`src/rtl/fir_tap_sequencer.sv`:
```
// Per-sample tap sequencer for the band-stop filter MAC: keeps a circular sample
// history and coefficient bank, streams NTAPS (sample, coeff) pairs, then returns the result.
module fir_tap_sequencer #(
  parameter int NTAPS    = 8,
  parameter int DW       = 16,
  parameter int PIPE_LAT = 2
) (
  input  logic                     clk,
  input  logic                     rst_n,
  input  logic                     coef_we,
  input  logic [$clog2(NTAPS)-1:0] coef_addr,
  input  logic [DW-1:0]            coef_wdata,
  output logic                     coef_err,
  input  logic                     s_valid,
  output logic                     s_ready,
  input  logic [DW-1:0]            s_data,
  output logic                     m_valid,
  input  logic                     m_ready,
  output logic [DW-1:0]            m_data,
  output logic                     m_ovf,
  output logic                     filt_clr,
  output logic                     filt_enable,
  output logic [DW-1:0]            filt_data,
  output logic [DW-1:0]            filt_coeff,
  input  logic [DW-1:0]            filt_result,
  input  logic                     filt_overflow,
  output logic                     busy
);
  localparam int AW = $clog2(NTAPS);
  localparam int CW = $clog2(PIPE_LAT + 1);
  localparam logic [AW-1:0] LAST_TAP = AW'(NTAPS - 1);
  localparam logic [AW-1:0] ONE_A    = AW'(1);
  localparam logic [CW-1:0] ONE_C    = CW'(1);

  typedef enum logic [2:0] {S_IDLE, S_CLR, S_ISSUE, S_DRAIN, S_OUT} state_t;

  state_t          state_q, state_d;
  logic [AW-1:0]   wr_ptr_q, wr_ptr_d, cur_q, cur_d, tap_q, tap_d, rd_idx;
  logic [CW-1:0]   drain_q, drain_d;
  logic            ovf_q, ovf_d, m_ovf_q, m_ovf_d, coef_err_q, coef_err_d;
  logic            filt_clr_q, filt_clr_d, filt_enable_q, filt_enable_d;
  logic [DW-1:0]   m_data_q, m_data_d, filt_data_q, filt_data_d, filt_coeff_q, filt_coeff_d;
  logic [DW-1:0]   hist_q [NTAPS];
  logic [DW-1:0]   hist_d [NTAPS];
  logic [DW-1:0]   coef_q [NTAPS];
  logic [DW-1:0]   coef_d [NTAPS];

  always_ff @(posedge clk or negedge rst_n) begin
    if (!rst_n) begin
      state_q <= S_IDLE;
    end else begin
      state_q <= state_d;
    end
  end

  always_comb begin
    state_d = state_q;
    unique case (state_q)
      S_IDLE:  if (s_valid) state_d = S_CLR;
      S_CLR:   state_d = S_ISSUE;
      S_ISSUE: if (tap_q == LAST_TAP) state_d = S_DRAIN;
      S_DRAIN: if (drain_q == ONE_C) state_d = S_OUT;
      S_OUT:   if (m_ready) state_d = S_IDLE;
      default: state_d = S_IDLE;
    endcase
  end

  always_comb begin
    s_ready = (state_q == S_IDLE);
    busy    = (state_q == S_CLR) || (state_q == S_ISSUE) || (state_q == S_DRAIN);
    m_valid = (state_q == S_OUT);
  end

  always_comb begin
    wr_ptr_d   = wr_ptr_q;
    cur_d      = cur_q;
    tap_d      = tap_q;
    drain_d    = drain_q;
    ovf_d      = ovf_q;
    m_data_d   = m_data_q;
    m_ovf_d    = m_ovf_q;
    hist_d     = hist_q;
    coef_d     = coef_q;
    coef_err_d = 1'b0;
    unique case (state_q)
      S_IDLE: if (s_valid) begin
        hist_d[wr_ptr_q] = s_data;
        cur_d            = wr_ptr_q;
        wr_ptr_d         = wr_ptr_q + ONE_A;
      end
      S_CLR: begin
        ovf_d = 1'b0;
        tap_d = '0;
      end
      S_ISSUE: begin
        ovf_d = ovf_q | filt_overflow;
        tap_d = tap_q + ONE_A;
        if (tap_q == LAST_TAP) drain_d = CW'(PIPE_LAT);
      end
      S_DRAIN: begin
        ovf_d   = ovf_q | filt_overflow;
        drain_d = drain_q - ONE_C;
        if (drain_q == ONE_C) begin
          m_data_d = filt_result;
          m_ovf_d  = ovf_q | filt_overflow;
        end
      end
      default: ;
    endcase
    // Coefficients are frozen for the whole CLR..DRAIN run so one result never mixes banks.
    if (coef_we) begin
      if ((state_q == S_IDLE) || (state_q == S_OUT)) coef_d[coef_addr] = coef_wdata;
      else coef_err_d = 1'b1;
    end
  end

  // Filter outputs are registered from the upcoming state so they line up with it.
  always_comb begin
    rd_idx        = cur_q - tap_d;
    filt_clr_d    = (state_d == S_CLR);
    filt_enable_d = (state_d == S_ISSUE);
    filt_data_d   = filt_enable_d ? hist_q[rd_idx] : '0;
    filt_coeff_d  = filt_enable_d ? coef_q[tap_d]  : '0;
  end

  always_ff @(posedge clk or negedge rst_n) begin
    if (!rst_n) begin
      wr_ptr_q      <= '0;
      cur_q         <= '0;
      tap_q         <= '0;
      drain_q       <= '0;
      ovf_q         <= 1'b0;
      m_data_q      <= '0;
      m_ovf_q       <= 1'b0;
      coef_err_q    <= 1'b0;
      filt_clr_q    <= 1'b0;
      filt_enable_q <= 1'b0;
      filt_data_q   <= '0;
      filt_coeff_q  <= '0;
      for (int i = 0; i < NTAPS; i++) begin
        hist_q[i] <= '0;
        coef_q[i] <= '0;
      end
    end else begin
      wr_ptr_q      <= wr_ptr_d;
      cur_q         <= cur_d;
      tap_q         <= tap_d;
      drain_q       <= drain_d;
      ovf_q         <= ovf_d;
      m_data_q      <= m_data_d;
      m_ovf_q       <= m_ovf_d;
      coef_err_q    <= coef_err_d;
      filt_clr_q    <= filt_clr_d;
      filt_enable_q <= filt_enable_d;
      filt_data_q   <= filt_data_d;
      filt_coeff_q  <= filt_coeff_d;
      hist_q        <= hist_d;
      coef_q        <= coef_d;
    end
  end

  assign m_data      = m_data_q;
  assign m_ovf       = m_ovf_q;
  assign coef_err    = coef_err_q;
  assign filt_clr    = filt_clr_q;
  assign filt_enable = filt_enable_q;
  assign filt_data   = filt_data_q;
  assign filt_coeff  = filt_coeff_q;
endmodule

```
`config.mk`:
```
export PLATFORM = sky130hd
export DESIGN_NAME = fir_tap_sequencer
export DESIGN_NICKNAME = d
export VERILOG_FILES = /design/src/rtl/fir_tap_sequencer.sv
export SDC_FILE = /design/constraint.sdc
export NUM_CORES = 1
export LEC_CHECK = 0
export CAP_MARGIN = 15
export CORE_ASPECT_RATIO = 2
export CORE_MARGIN = 2
export CORE_UTILIZATION = 56
export DETAILED_ROUTE_END_ITERATION = 7
export GPL_ROUTABILITY_DRIVEN = 0
export GPL_TIMING_DRIVEN = 1
export MAX_ROUTING_LAYER = met4
export PLACE_DENSITY = 0.77
export SLEW_MARGIN = 30
export SYNTH_ARGS = -nofsm -noshare
export SYNTH_HDL_FRONTEND = slang
export SYNTH_SLANG_ARGS = --single-unit
```
`constraint.sdc`:
```
create_clock -name clk -period 5 [get_ports clk]
set_clock_uncertainty 0.1 [all_clocks]
set_input_delay 0.75 -clock clk [delete_from_list [all_inputs] [get_ports clk]]
set_output_delay 0.75 -clock clk [all_outputs]
set_load 0.01 [all_outputs]
```
==> Yosys cells after proc, flatten, opt, wreduce, memory -nomap -nowiden <==
Cells that the tools add are included.
{ "word_totals": {"reg_bits": 323, "latchBits": 0, "mem_bits_rw": 0, "rom_bits": 0, "in_bits": 57, "out_inout_bits": 55, "wordCells": 91, "n_memories": 0} }
{ "op_classes": {"n_addsub": 4, "multipliers": 0, "n_div": 0, "magnitude_cmp": 6, "n_eq_ne": 9, "shift": 0, "n_mux": 25, "bitwise_logic": 5, "n_reduce_logical": 13} }
{ "op_table": {"columns": ["op", "count"], "rows": [
  ["$bwmux W128", 2],
  ["$mux W16", 8],
  ["$bmux W16 S3", 2],
  ["$demux W16 S3", 2],
  ["$ge A4 B4 Y1 const B", 4],
  ["$not A3 Y4", 4],
  ["$pmux W3 S5", 1],
  ["$mux W3", 4],
  ["$eq A3 B2 Y1 const B", 3],
  ["$lt A4 B1 Y1 const B", 2],
  ["$reduce_and A2 Y1", 4],
  ["$add A3 B1 Y3 const B", 2],
  ["$eq A3 B1 Y1 const B", 2],
  ["$eq A3 B3 Y1 const B", 2],
  ["$pmux W3 S2", 1],
  ["$pmux W2 S2", 1],
  ["$reduce_bool A2 Y1", 2],
  ["$logic_not A3 Y1", 1],
  ["$logic_or A1 B1 Y1", 3],
  ["$sub A3 B3 Y3", 1],
  ["$eq A2 B1 Y1 const B", 1],
  ["$logic_and A1 B1 Y1", 2],
  ["$mux W1", 2],
  ["$mux W2", 1],
  ["other kinds (5)", 5]
]} }

==> Logic depth before layout (Yosys ltp) <==
{ "depth": {"depth_word": 8, "depth_mapped": 13, "depth_no_buf": 9} }

==> Worst setup path after synthesis <==
OpenSTA, ideal clock, no wires.
{ "synth_path": {"path_kind": "register to register", "from": "register state_q[0]", "to": "register filt_data_q[2], in the netlist filt_data[2]", "setup_ns": 0.133, "arrival_time_ns": 3.037, "t_required_ns": 4.767, "setup_slack_ns": 1.730, "path_stages_with_launch": 13, "path_buffers": 4, "period_less_slack_ns": 3.270, "cell_sequence": "dfrtp_1 buf_2 a21o_1 a211oi_2 buf_4 buf_6 inv_1 ha_1 fa_1 clkbuf_1 mux4_2 nand2_1 mux2i_1"} }
{ "synth_between": {"elab_chain_cells": 8, "elab_cells_between_ends": 18, "cone_classes": "add/sub: 1; eq/ne: 5; mux: 10; bitwise: 1; reduce/logical: 1"} }
{ "synth_rtl": {"columns": ["item", "line_no", "text"], "rows": [
  ["start, declared", "37", "state_t state_q, state_d;"],
  ["start signal, assigned", "52", "state_q <= state_d;"],
  ["$eq A3 B2 Y1 or $eq A3 B1 Y1 (tied branches)", "85", "unique case (state_q)"],
  ["$pmux W3 S2 *", "85", null],
  ["net tap_d[0]", "38", "logic [AW-1:0] wr_ptr_q, wr_ptr_d, cur_q, cur_d, tap_q, tap_d, rd_idx;"],
  ["$sub A3 B3 Y3 *", "119", "rd_idx = cur_q - tap_d;"],
  ["$not A3 Y4 (not written as such) *", "122", "filt_data_d = filt_enable_d ? hist_q[rd_idx] : '0;"],
  ["$bmux W16 S3 *", "122", null],
  ["$mux W16 (not written as such) * (2 in a row)", "122", null],
  ["$mux W16 *", "122", null],
  ["net filt_data_d[2]", "42", "logic [DW-1:0] m_data_q, m_data_d, filt_data_q, filt_data_d, filt_coeff_q, filt_coeff_d;"],
  ["end signal, assigned", "155", "filt_data_q <= filt_data_d;"],
  ["end, declared", "42", null]
]} }
The timed path passes the listed nets; every way through them passes the cells marked *. The select of a mux whose other input is x is not followed.
A chain may end at the register's enable or synchronous reset.

==> Final worst setup path <==
{ "layout_path": {"from": "register state_q[0]", "to": "register filt_data_q[4], in the netlist filt_data[4]"} }
{ "layout_between": {"elab_chain_cells": 8, "elab_cells_between_ends": 18, "cone_classes": "add/sub: 1; eq/ne: 5; mux: 10; bitwise: 1; reduce/logical: 1"} }
{ "layout_rtl": {"columns": ["item", "line_no"], "rows": [
  ["$eq A3 B2 Y1 or $eq A3 B1 Y1 (tied branches)", "58, 85"],
  ["$pmux W3 S2", "85"],
  ["$sub A3 B3 Y3", "119"],
  ["$not A3 Y4 (not written as such)", "122"],
  ["$bmux W16 S3", "122"],
  ["$mux W16 (not written as such) (2 in a row)", "122"],
  ["$mux W16 *", "122"],
  ["net filt_data_d[4]", "42"]
]} }
Marks and branches as above.

==> results.toml <==
[power]
seqPwrFrac = 0.367
p_sw_mw = 4.17
p_leak_nw = 7.84
p_per_area_nw_per_um2 = 720
power.internal_mw = 7.93
ir_worst_vdd_mv = 0.726
pwr-share-clk = 0.185
power_frac_comb = 0.448
p_sw_frac = 0.345

[floorplan]
dieArea_sq_um = 27200
ios = 112
die_h_um = 231
design.core.area_sq_um = 25500
start_util = 0.566
die_w_um = 118
rows = 83

[drt]
first_pass_iters = 5
wl_um = 31100
drtAntennaViolNets = 0
drt_iter0_markers = 432
routed_via_density = 5.84
drc = 0
vias = 8506
avgRoutedWirePerCell_um = 21.3

[grt]
gr-total-overflow = 0
grt_usage = 0.243
first_global_vias = 9412
grt_max_degree = 104
antenna_found_initial = 1
grt_pass1_wl_um = 50600

[placement]
detailed_place_hpwl_um = 20200
portBuffers = 111
dp_slack_ns = 1.55

[clocking]
cts_buffer_depth = 3
cts.sinks = 323
clk_latency_ns = 0.55
h-tree-depth = 1
cts_tree = "done"
cts_setup_buffers = 0
holdBufCountCts = 0
cts_root_buf = "clkbuf_16"
numCtsBuffers = 27
cts_resized = 0
clk_pin_slew_ns = 0.07

[worst_setup_path]
crit_fanout = 20
cp.arrival_ns = 3.84
reg2reg_slack_ns = 1.53
r2r_end = "filt_data[4]"
r2r_cells = 9
rr_startpoint = "state_q[0]"
crit_required_ns = 5.37
cp-end-kind = "register"
crit_path_start_kind = "register"
worst-setup-path-type = "reg -> reg"

[timing]
setup_viol = 0
tns_ns = 0
slew_headroom = 0.339
period_share = 0.694
clock.fmax_mhz = 288
layout_setup_ws_ns = 1.53
period_needed_ns = 3.47
worstMarginPinSlew_ns = 0.989
final-max-slew-violation-count = 0
hold_viol_final = 0
rsz0062_at_grt = "no"

[yosys]
synth.area.top_cells = "dfrtp_1, mux2_2, mux2i_1"
synth_largest_area_cell = "dfrtp_1"
netlist.area_leader.share = 0.559
syn_area_per_cell_sq_um = 14.5
yosys_register_bits = 323
netlist_area_sq_um = 14500
synthCells = 1000
synth_edf_count = 0
synth_warnings = 0
synth_ff_type = "dfrtp_1"
async_flop_share = 1.00
yosysSeqAreaShare = 0.559
yosysUniqueCellTypes = 51
synth_fp_nets = 1063

[layout]
drive_gt1_frac = 0.322
fin_nets = 1160
nFillCells = 1956
synthToLayoutAreaGrowth_pct = 16.2
final_cell_mix = "dfrtp_1, mux2_2, clkdlybuf4s50_1"
layout_commonest_cell = "dfrtp_1"

[flow_run]
drv_cap = 0

[run_status]
status = "finished, final reports clean"

[hold_path]
hold_path.class = "in -> async"
-- critical path, cell delays in order (launching register included) --
cell	delay, ns
dfrtp_1	0.61
a21o_1	0.30
nand2_1	0.12
and2_1	0.13
buf_4	0.25
inv_2	0.22
fa_1	0.43
xor2_1	0.21
xnor2_4	0.73
mux2i_1	0.27
-- Yosys cell counts, types with 3 or more instances --
master      n
dfrtp_1   323
mux2_2    233
nand2_1    98
mux2i_1    81
mux4_2     32
mux2_1     31
buf_2      28
a31o_1     16
clkbuf_1   16
o221ai_1   16
o22ai_1    16
mux2_4     10
nor2_1     10
buf_4       9
inv_1       7
o21ai_0     7
a21oi_1     5
and3_1      5
buf_6       5
ha_1        5
nand2b_1    4
nor2b_1     4
a21o_1      3
-- worst max-delay path by stage --
stage                          start      endpoint  depth (start not counted)
after floorplan           state_q[0]  filt_data[2]                         12
after global placement       s_valid    hist_q[96]                          5
after detailed placement  state_q[2]  filt_data[0]                          9
after CTS                 state_q[0]  filt_data[4]                          9
after global routing      state_q[2]  filt_data[7]                          9
final                     state_q[0]  filt_data[4]                          9
-- registers in the layout, summed over array words and instances (netlist names) --
name / flops
coef_err: 1
coef_q: 128
cur_q: 3
drain_q: 2
filt_clr: 1
filt_coeff: 16
filt_data: 16
filt_enable: 1
hist_q: 128
m_data: 16
m_ovf: 1
ovf_q: 1
state_q: 3
tap_q: 3
wr_ptr_q: 3
-- power by group through the flow --
stage | Sequential, mW | Clock (mW) | Combinational (mW)
after floorplan | 4.29 | 0 | 4.16
after global placement | 4.42 | 0 | 5.32
after detailed placement | 4.49 | 0 | 5.46
after CTS | 4.45 | 2.28 | 5.49
after global routing | 4.59 | 2.39 | 5.86
final | 4.44 | 2.24 | 5.41
-- cell type report --
type | count | area (sq um) | share of cell area
sequential | 323 | 8080 | 0.481
timing repair buffer | 128 | 1270 | 0.0757
clock buffer | 36 | 769 | 0.0458
multi-input combinational | 609 | 6040 | 0.360
inverter | 8 | 30.0 | 0.00179
clock inverter | 12 | 173 | 0.0103
tap | 340 | 425 | 0.0253
antenna | 1 | 2.50 | 0.000149
-- routing by layer --
metal,global-route usage,wire length [um],up-vias
met1,0.274,11800,4426
met3,0.0221,896,82
met4,0.101,1210,0
met2,0.441,17200,181
met5,-,0,-
li1,-,-,3817
-- cells by family after synthesis --
group | Yosys count | synth area share
xor+xnor | 4 | 0.00372
flops | 323 | 0.559
mux | 387 | 0.322
buf+inv | 68 | 0.0250
simple gates | 144 | 0.0494
fa+ha+maj | 6 | 0.00571
compound gates | 68 | 0.0354
-- metrics by stage --
stage	util	instance area (sq um)	total power [mW]	hold slack, ns	instances
global placement	0.619	15800	9.74	0.364	1405
finish	0.658	16800	12.1	0.110	1457
CTS	0.657	16800	12.2	0.170	1455
global route	0.658	16800	12.8	0.203	1457
detailed placement	0.620	15800	9.94	0.373	1407
floorplan	-	14500	8.45	0.352	1000
Note: power is estimated with default switching activity, not from simulation.
